`config.mk`:
```
export PLATFORM = sky130hd
export DESIGN_NAME = data_memory_unit
export DESIGN_NICKNAME = d
export VERILOG_FILES = /design/src/rtl/cpu_pkg.sv /design/src/rtl/dmu_ram.sv /design/src/rtl/data_memory_unit.sv
export SDC_FILE = /design/constraint.sdc
export NUM_CORES = 2
export LEC_CHECK = 0
export CAP_MARGIN = 20
export CORE_ASPECT_RATIO = 0.9
export CORE_MARGIN = 4
export CORE_UTILIZATION = 30
export DETAILED_ROUTE_END_ITERATION = 10
export GPL_ROUTABILITY_DRIVEN = 1
export PLACE_DENSITY = 0.51
export SYNTH_ARGS = -nofsm -noshare
export SYNTH_HDL_FRONTEND = slang
export SYNTH_SLANG_ARGS = --single-unit
export TNS_END_PERCENT = 20
```
`constraint.sdc`:
```
create_clock -name Clk -period 4.1 [get_ports Clk]
set_input_delay 0.82 -clock Clk [delete_from_list [all_inputs] [get_ports Clk]]
set_output_delay 0.82 -clock Clk [all_outputs]
set_load 0.02 [all_outputs]
```
`src/rtl/cpu_pkg.sv`:
```
// Shared encodings for the CPU memory path: access sizes and the data memory
// unit state machine.
package cpu_pkg;

    localparam logic [1:0] SIZE_BYTE = 2'b00;
    localparam logic [1:0] SIZE_HALF = 2'b01;
    localparam logic [1:0] SIZE_WORD = 2'b10;
    localparam logic [1:0] SIZE_RSVD = 2'b11;

    typedef enum logic [1:0] {
        ST_CLEAR = 2'b00,
        ST_IDLE  = 2'b01,
        ST_WAIT  = 2'b10,
        ST_DONE  = 2'b11
    } dmu_state_t;

endpackage

```
`src/rtl/dmu_ram.sv`:
```
// Single-port word RAM with per-byte write enables and a registered read port.
// Each byte lane owns its own array so the tools can map it onto block RAM.
module dmu_ram #(
    parameter int WORDS = 64,
    parameter int IW    = 6
) (
    input  logic          Clk,
    input  logic [IW-1:0] addr,
    input  logic [3:0]    we,
    input  logic [31:0]   wdata,
    output logic [31:0]   rdata
);

    for (genvar gi = 0; gi < 4; gi++) begin : g_lane
        logic [7:0] lane_mem [WORDS];
        logic [7:0] lane_rd;

        always_ff @(posedge Clk) begin
            if (we[gi]) begin
                lane_mem[addr] <= wdata[gi*8 +: 8];
            end
            lane_rd <= lane_mem[addr];
        end

        assign rdata[gi*8 +: 8] = lane_rd;
    end

endmodule

```
`src/rtl/data_memory_unit.sv`:
```
// Byte-addressed little-endian data memory with a req/ack handshake, optional
// wait states and a post-reset clear sequence.
module data_memory_unit
    import cpu_pkg::*;
#(
    parameter int DEPTH_BYTES    = 256,
    parameter int WAIT_STATES    = 1,
    parameter int CLEAR_ON_RESET = 1
) (
    input  logic        Clk,
    input  logic        Reset,
    input  logic        Req,
    input  logic        MemWr,
    input  logic [1:0]  Size,
    input  logic        Unsigned,
    input  logic [31:0] Ad,
    input  logic [31:0] WrData,
    output logic        Ready,
    output logic        Ack,
    output logic [31:0] DM,
    output logic        Misalign,
    output logic        Busy
);

    localparam int AW    = $clog2(DEPTH_BYTES);
    localparam int IW    = AW - 2;
    localparam int WORDS = DEPTH_BYTES / 4;

    dmu_state_t     state_q, state_d;
    logic [IW-1:0]  clr_idx_q, clr_idx_d;
    logic [3:0]     wait_cnt_q, wait_cnt_d;
    logic           cap_wr_q, cap_wr_d;
    logic [1:0]     cap_size_q, cap_size_d;
    logic           cap_uns_q, cap_uns_d;
    logic [AW-1:0]  cap_ad_q, cap_ad_d;
    logic [31:0]    cap_wdata_q, cap_wdata_d;
    logic           cap_mis_q, cap_mis_d;
    logic [31:0]    dm_q, dm_d;

    logic [IW-1:0]  ram_addr;
    logic [3:0]     ram_we;
    logic [31:0]    ram_wdata;
    logic [31:0]    ram_rdata;
    logic           mis_in;
    logic [3:0]     store_be;
    logic [31:0]    store_data;
    logic [31:0]    load_val;
    logic [31:0]    rd_shift;
    logic           unused_ad_hi;

    // Upper address bits alias onto the array.
    assign unused_ad_hi = ^Ad[31:AW];

    always_comb begin
        mis_in = 1'b0;
        case (Size)
            SIZE_HALF: mis_in = Ad[0];
            SIZE_WORD: mis_in = (Ad[1:0] != 2'b00);
            SIZE_RSVD: mis_in = 1'b1;
            default:   mis_in = 1'b0;
        endcase
    end

    // Lane steering for stores and extension for loads, from captured operands.
    always_comb begin
        store_be   = 4'b0000;
        store_data = cap_wdata_q;
        load_val   = ram_rdata;
        rd_shift   = ram_rdata >> {cap_ad_q[1:0], 3'b000};
        case (cap_size_q)
            SIZE_BYTE: begin
                store_be   = 4'b0001 << cap_ad_q[1:0];
                store_data = {4{cap_wdata_q[7:0]}};
                load_val   = cap_uns_q ? {24'h0, rd_shift[7:0]}
                                       : {{24{rd_shift[7]}}, rd_shift[7:0]};
            end
            SIZE_HALF: begin
                store_be   = cap_ad_q[1] ? 4'b1100 : 4'b0011;
                store_data = {2{cap_wdata_q[15:0]}};
                load_val   = cap_uns_q ? {16'h0, rd_shift[15:0]}
                                       : {{16{rd_shift[15]}}, rd_shift[15:0]};
            end
            SIZE_WORD: begin
                store_be   = 4'b1111;
                store_data = cap_wdata_q;
                load_val   = ram_rdata;
            end
            default: begin
                store_be   = 4'b0000;
                store_data = cap_wdata_q;
                load_val   = ram_rdata;
            end
        endcase
    end

    always_comb begin
        state_d     = state_q;
        clr_idx_d   = clr_idx_q;
        wait_cnt_d  = wait_cnt_q;
        cap_wr_d    = cap_wr_q;
        cap_size_d  = cap_size_q;
        cap_uns_d   = cap_uns_q;
        cap_ad_d    = cap_ad_q;
        cap_wdata_d = cap_wdata_q;
        cap_mis_d   = cap_mis_q;
        dm_d        = dm_q;
        ram_addr    = cap_ad_q[AW-1:2];
        ram_we      = 4'b0000;
        ram_wdata   = 32'h0;
        case (state_q)
            ST_CLEAR: begin
                ram_addr  = clr_idx_q;
                ram_we    = 4'b1111;
                clr_idx_d = clr_idx_q + 1'b1;
                if (clr_idx_q == IW'(WORDS - 1)) begin
                    state_d = ST_IDLE;
                end
            end
            ST_IDLE: begin
                // Read speculatively at the live address so data is ready even with no wait states.
                ram_addr = Ad[AW-1:2];
                if (Req) begin
                    cap_wr_d    = MemWr;
                    cap_size_d  = Size;
                    cap_uns_d   = Unsigned;
                    cap_ad_d    = Ad[AW-1:0];
                    cap_wdata_d = WrData;
                    cap_mis_d   = mis_in;
                    if (mis_in || WAIT_STATES == 0) begin
                        state_d = ST_DONE;
                    end else begin
                        state_d    = ST_WAIT;
                        wait_cnt_d = 4'(WAIT_STATES);
                    end
                end
            end
            ST_WAIT: begin
                wait_cnt_d = wait_cnt_q - 1'b1;
                if (wait_cnt_q <= 4'd1) begin
                    state_d = ST_DONE;
                end
            end
            ST_DONE: begin
                state_d = ST_IDLE;
                if (!cap_mis_q) begin
                    if (cap_wr_q) begin
                        ram_we    = store_be;
                        ram_wdata = store_data;
                    end else begin
                        dm_d = load_val;
                    end
                end
            end
            default: state_d = ST_IDLE;
        endcase
    end

    always_ff @(posedge Clk or posedge Reset) begin
        if (Reset) begin
            state_q     <= (CLEAR_ON_RESET != 0) ? ST_CLEAR : ST_IDLE;
            clr_idx_q   <= '0;
            wait_cnt_q  <= '0;
            cap_wr_q    <= 1'b0;
            cap_size_q  <= SIZE_BYTE;
            cap_uns_q   <= 1'b0;
            cap_ad_q    <= '0;
            cap_wdata_q <= '0;
            cap_mis_q   <= 1'b0;
            dm_q        <= '0;
        end else begin
            state_q     <= state_d;
            clr_idx_q   <= clr_idx_d;
            wait_cnt_q  <= wait_cnt_d;
            cap_wr_q    <= cap_wr_d;
            cap_size_q  <= cap_size_d;
            cap_uns_q   <= cap_uns_d;
            cap_ad_q    <= cap_ad_d;
            cap_wdata_q <= cap_wdata_d;
            cap_mis_q   <= cap_mis_d;
            dm_q        <= dm_d;
        end
    end

    dmu_ram #(
        .WORDS (WORDS),
        .IW    (IW)
    ) u_ram (
        .Clk   (Clk),
        .addr  (ram_addr),
        .we    (ram_we),
        .wdata (ram_wdata),
        .rdata (ram_rdata)
    );

    assign Ready    = (state_q == ST_IDLE);
    assign Ack      = (state_q == ST_DONE);
    assign Busy     = (state_q == ST_CLEAR);
    assign Misalign = Ack && cap_mis_q;
    // During a load Ack the result comes straight off the RAM output register; dm_q holds it after.
    assign DM       = (Ack && !cap_wr_q && !cap_mis_q) ? load_val : dm_q;

endmodule

```
== Yosys cells after proc, flatten, opt, wreduce, memory -nomap -nowiden ==
Memory sizes are Yosys's and may differ from the RTL's. A register that Yosys moved wholly into a read port is not among the register bits.
Index checks and enable logic that the tools add are counted.

* RAM bits: 2048
* Bits in registers: 89
* Output and inout bits: 36
* Memories: 4
* Word-level logic and storage cells: 78
* Bits of input ports: 71

{| class="wikitable"
|+ Memories
! name !! depth !! width !! read ports !! clocked after memory_dff !! wr ports !! line !! RTL
|-
| u_ram.g_lane[0].lane_mem || 64 || 8 || 1 || 1 || 1 || dmu_ram.sv:15 || <nowiki>logic [7:0] lane_mem [WORDS];</nowiki>
|-
| u_ram.g_lane[1].lane_mem || 64 || 8 || 1 || 1 || 1 || dmu_ram.sv:15 ||
|-
| u_ram.g_lane[2].lane_mem || 64 || 8 || 1 || 1 || 1 || dmu_ram.sv:15 ||
|-
| u_ram.g_lane[3].lane_mem || 64 || 8 || 1 || 1 || 1 || dmu_ram.sv:15 ||
|}

* Multiplexer cells: 31
* $add $sub $neg: 2
* Bitwise operators: 2
* Equal/unequal tests: 13
* $lt $le $gt $ge: 1
* Reductions and logical operators: 13
* Shift operators: 2

{| class="wikitable"
|+ Operator list
! cell !! count
|-
| $mux 32 || 6
|-
| $pmux 32 s2 || 2
|-
| $shr 32x5->16 || 1
|-
| $mux 4 || 5
|-
| $pmux 4 s2 || 2
|-
| $pmux 4 s3 || 1
|-
| $pmux 6 s2 || 1
|-
| $eq 2x2->1 const B || 5
|-
| $mux 1 || 9
|-
| $reduce_and 3->1 || 3
|-
| $pmux 2 s4 || 1
|-
| $add 6x1->6 const B || 1
|-
| $eq 2x1->1 const B || 3
|-
| $eq 6x6->1 const B || 1
|-
| $mux 2 || 3
|-
| $ne 2x2->1 const B || 3
|-
| $le 4x1->1 const B || 1
|-
| $logic_not 2->1 || 2
|-
| $reduce_bool 2->1 || 2
|-
| $shl 1x2->4 const A || 1
|-
| $sub 4x1->4 const B || 1
|-
| $logic_and 1x1->1 || 3
|-
| $pmux 1 s3 || 1
|-
| $logic_not 1->1 || 2
|-
| 3 further kinds || 4
|}

== Depth between registers and ports, before layout ==
* Word-level depth: 7
* Depth in mapped cells: 14
* Mapped depth without buffers: 9

== Cells and area by module ==
Synthesis repeated with hierarchy kept, for this count alone.

* Cells, all modules: 5037
* Area, all modules: 84104.4 µm²

{| class="wikitable"
|+ Modules (own cells, without submodules)
! module !! times used !! cells each !! sequential area each (µm²) !! area an instance (µm²)
|-
| dmu_ram || 1 || 4527 || 62139.6 || 79087.1
|-
| data_memory_unit || 1 || 510 || 2227.1 || 5017.3
|}

== Least setup slack after synthesis ==
OpenSTA, ideal clock, no wires.

* Kind: register to register
* Start point: reg cap_size_q[0]
* End point: mem u_ram.g_lane[1].lane_mem[0][0] (data pin)
* Setup slack: 0.399 ns
* Cell stages (with the launch flop): 7
* Data arrival time: 3.153 ns
* Clock period less this slack: 3.701 ns
* Buffers on the path: 3
* Cells stage by stage: dfrtp_1 > clkbuf_1 > buf_1 > nor2_1 > clkbuf_1 > nand2_1 > a21oi_1

* Word-level cells in the longest chain between the ends: 5
* Elaborated cells between the ends (all ways): 6
* Classes of those cells: eq/ne (1); mux (4); reduce/logical (1)

{| class="wikitable"
|+ Ends and longest elaborated chain
! what !! line !! RTL
|-
| start: declaration || data_memory_unit.sv:33 || <nowiki>logic [1:0] cap_size_q, cap_size_d;</nowiki>
|-
| start signal: assignment || data_memory_unit.sv:175 || <nowiki>cap_size_q <= cap_size_d;</nowiki>
|-
| $eq 2x1->1 or $logic_not 2->1 (tied branches) || data_memory_unit.sv:70 || <nowiki>case (cap_size_q)</nowiki>
|-
| $pmux 32 s2 (*) || data_memory_unit.sv:70 ||
|-
| $mux 32 (*) || data_memory_unit.sv:146 || <nowiki>if (cap_wr_q) begin</nowiki>
|-
| $mux 32 (*) || data_memory_unit.sv:145 || <nowiki>if (!cap_mis_q) begin</nowiki>
|-
| $mux 32 (*) || data_memory_unit.sv:110 || <nowiki>case (state_q)</nowiki>
|-
| named net ram_wdata[8] || data_memory_unit.sv:42 || <nowiki>logic [31:0] ram_wdata;</nowiki>
|-
| end: declaration || dmu_ram.sv:15 ||
|}

The timed path passes the listed nets; every way through them passes the cells marked *.

== Worst setup path in the final report ==
* Start point: reg state_q[0]
* End point: reg u_ram.g_lane[2].lane_rd[3], read port of u_ram.g_lane[2].lane_mem

* Word-level cells in the longest chain between the ends: 2
* Elaborated cells between the ends (all ways): 3
* Classes of those cells: eq/ne (1); mux (1); reduce/logical (1)

{| class="wikitable"
|+ Ends and longest elaborated chain
! what !! line !! RTL
|-
| start: declaration || data_memory_unit.sv:29 || <nowiki>dmu_state_t state_q, state_d;</nowiki>
|-
| start signal: assignment || data_memory_unit.sv:160 || <nowiki>state_q <= (CLEAR_ON_RESET != 0) ? ST_CLEAR : ST_IDLE;</nowiki>
|-
| start signal: assignment || data_memory_unit.sv:171 || <nowiki>state_q <= state_d;</nowiki>
|-
| $eq 2x1->1 or $logic_not 2->1 (tied branches) || data_memory_unit.sv:110 ||
|-
| $pmux 6 s2 (*) || data_memory_unit.sv:110 ||
|-
| end: declaration || dmu_ram.sv:16 || <nowiki>logic [7:0] lane_rd;</nowiki>
|}

Every way passes the cells marked *; elsewhere a longest branch is shown, timed or not.
A chain may end at the register's enable or synchronous reset.

==> flow_metrics.py <==
metrics = {
    "logic_synthesis": {
        "synth.most_common_cell": "edfxtp_1",
        "yosys_warnings": 0,
        "synth_top_area_frac": 0.732,
        "synthDistinctLibCells": 73,
        "synth_ff_type": "edfxtp_1",
        "synthesis.instances": 5167,
        "synthArstFlopShare": 0.0410,
        "synth_common_cells": "edfxtp_1, a22oi_1, a221oi_1, clkbuf_1, mux2_2",
        "synth.largest_area_cell": "edfxtp_1",
        "synth_nets": 5245,
        "syn_avg_cell_area_sq_um": 16.3,
        "yosysSeqAreaShare": 0.766,
        "netlist_area_sq_um": 84000,
        "synth_area_leaders": "edfxtp_1, a22oi_1, mux2_2",
        "synth_seq_cells": 2169,
        "synth_edf_count": 2048,
    },
    "cts": {
        "h-tree-depth": 4,
        "cts_buffers": 216,
        "clk_pin_slew_worst_paths_ns": 0.06,
        "clk_latency_ns": 0.86,
        "clockRootBuffer": "clkbuf_16",
        "clockBufferDepth": 3,
        "cts.sinks": 2169,
        "cts_tree": "built",
    },
    "place": {
        "gp_congestion": 0.839,
        "detailedPlace.worstSlack_ns": -0.624,
        "dp_cells": 9328,
        "io_buffers": 82,
        "dpl.hpwl_mm": 170,
    },
    "run_status": {
        "status": "completed",
    },
    "final_layout": {
        "synthToLayoutAreaGrowth_pct": 22.2,
        "seq_area_sq_um": 64400,
        "final_net_count": 5917,
        "instances_no_fill": 9739,
        "drive_above_1_share": 0.245,
        "multi_input_area_sq_um": 18400,
        "nFillCells": 26000,
    },
    "floorplan": {
        "std_cell_rows": 184,
        "die_w_microns": 566,
        "die_h_microns": 510,
        "start_util": 0.301,
        "ios": 107,
        "die_area_sq_um": 289000,
        "core_area_sq_um": 279000,
    },
    "detailed_routing": {
        "vias": 52000,
        "totalWireLength_mm": 268,
        "drtIter0Drc": 5948,
        "post_drt_via_cell_ratio": 5.34,
        "routedWlPerCell_microns": 27.5,
        "antenna_left": 0,
        "first_pass_iters": 6,
        "drc": 0,
    },
    "sta": {
        "skew_ns": 0.0273,
        "timing.final.crit_share": 0.982,
        "min_period_ns": 4.03,
        "rsz0062_at_grt": "true",
        "clock.fmax_mhz": 248,
        "worst_slack_ns": 0.0738,
        "hold_viol": 0,
        "slew_headroom": 0.273,
        "tightest_slew_ns": 1.09,
        "setup_viol": 0,
        "tns_ns": 0,
        "slew_violations": 0,
    },
    "global_routing": {
        "grt-ovfl-total": 0,
        "grt_start_max_net_pins": 94,
        "grtUsageTotal": 0.180,
        "antenna_found_initial": 12,
        "first_global_vias": 50800,
        "grt_pass1_wl_mm": 379,
    },
    "worst_setup_path": {
        "r2r_start": "state_q[0]",
        "required_ns": 4.80,
        "crit_type": "register to register",
        "crit_path_start": "state_q[0]",
        "critPathMaxFanout": 16,
        "startpoint_type": "register",
        "cp-end-kind": "register",
        "crit_arrival_ns": 4.73,
    },
    "run": {
        "cap_violations": 0,
    },
    "worst_hold_path": {
        "hold_class": "primary input to async pin",
    },
    "pwr": {
        "ir_worst_vdd_v": 0.000816,
        "p_leak_nw": 34.1,
        "power_density_nw_per_um2": 845,
    },
}
cells in the final DEF, fill, tap and decap left out, drive strengths merged, types with 9 or more instances in the layout:
cell type and instances:
a2111oi 60, a21oi 108, a221oi 285, a22o 20, a22oi 446, a31oi 122
and2 14, and3 184, buf 792, bufinv 25, clkbuf 278, clkdlybuf4s50 71
clkinv 84, dfrtp 89, dfxtp 32, dlymetal6s2s 11, edfxtp 2048, inv 14
mux2 265, mux2i 34, nand2 143, nand2b 9, nand3 109, nand4 12
nor2 147, nor3 205, nor4 28, o211ai 11, o21a 17, o21ai 204
o22ai 69
kinds of logic after synthesis:
family          synth area share
xor+xnor                0.000521
simple gates              0.0527
fa+ha+maj                0.00104
mux                       0.0396
compound gates             0.119
flops                      0.766
buf+inv                   0.0209
report_power, final:
part	leakage [nW]	total, mW	switching (mW)	internal (mW)
Sequential	20.4	27.6	1.04	26.5
Combinational	10.3	39.2	25.3	13.9
Clock	3.45	19.9	8.43	11.5
timing repair:
item | in CTS | in global routing
cloned | 0 | 2
resized for setup | 16 | 32
endpoints found under the setup margin | 40 | 40
setup buffers | 0 | 10
hold buffers | 0 | 0
pin swaps | 1 | 4
critical path: stages (launching register included):
cell and delay, ns:
dfrtp_1 0.39, inv_1 0.10, ha_2 0.28, buf_4 0.19, or3b_4 0.45, nand2_8 0.23
nor3_4 0.10, buf_12 0.18, buf_4 0.20, a2111oi_1 0.65, a31oi_1 0.22, nor4_1 0.69
nand3_1 0.14
per-layer routing:
metal	vias to the layer above	wire length (microns)	track usage
li1	22500	-	-
met1	27000	119000	0.261
met2	2101	121000	0.280
met3	326	20400	0.0298
met4	2	7110	0.0513
met5	-	13	0
stage by stage:
step / total power [mW] / cell area, sq um / hold slack [ns] / util
final: 86.7 / 103000 / 0.244 / 0.368
after detailed placement: 66.6 / 95200 / 0.481 / 0.341
after global routing: 90.0 / 103000 / 0.232 / 0.368
after floorplan: 45.7 / 84000 / 0.452 / -
after CTS: 86.6 / 102000 / 0.175 / 0.367
after global placement: 66.4 / 95200 / 0.473 / 0.341
registers in the layout, summed over array words and instances (netlist names):
register / count
u_ram.g_lane.lane_mem: 2048
cap_wdata_q: 32
dm_q: 32
u_ram.g_lane.lane_rd: 32
cap_ad_q: 8
clr_idx_q: 6
wait_cnt_q: 4
cap_size_q: 2
state_q: 2
cap_mis_q: 1
cap_uns_q: 1
cap_wr_q: 1
cell type report:
| class | instances | share of cell area |
|---|---|---|
| antenna | 1 | 0.0000244 |
| clock buffer | 276 | 0.0560 |
| clock inverter | 121 | 0.0132 |
| inverter | 8 | 0.000305 |
| multi-input combinational | 2568 | 0.180 |
| sequential | 2169 | 0.627 |
| tap | 3720 | 0.0454 |
| timing repair buffer | 876 | 0.0782 |
final timing paths:
path	endpoint	slack, ns	cells after the start
hold reg to reg	dm_q[12]	0.49	1
setup reg to reg	u_ram.g_lane[2].lane_rd[3]	0.07	12
min in group Clk	dm_q[12]	0.49	1
hold / removal	dm_q[1]	0.24	2
setup / recovery	u_ram.g_lane[2].lane_rd[3]	0.07	12
max in group asynchronous	clr_idx_q[2]	3.13	3
Power figures use the tool's default switching activity.
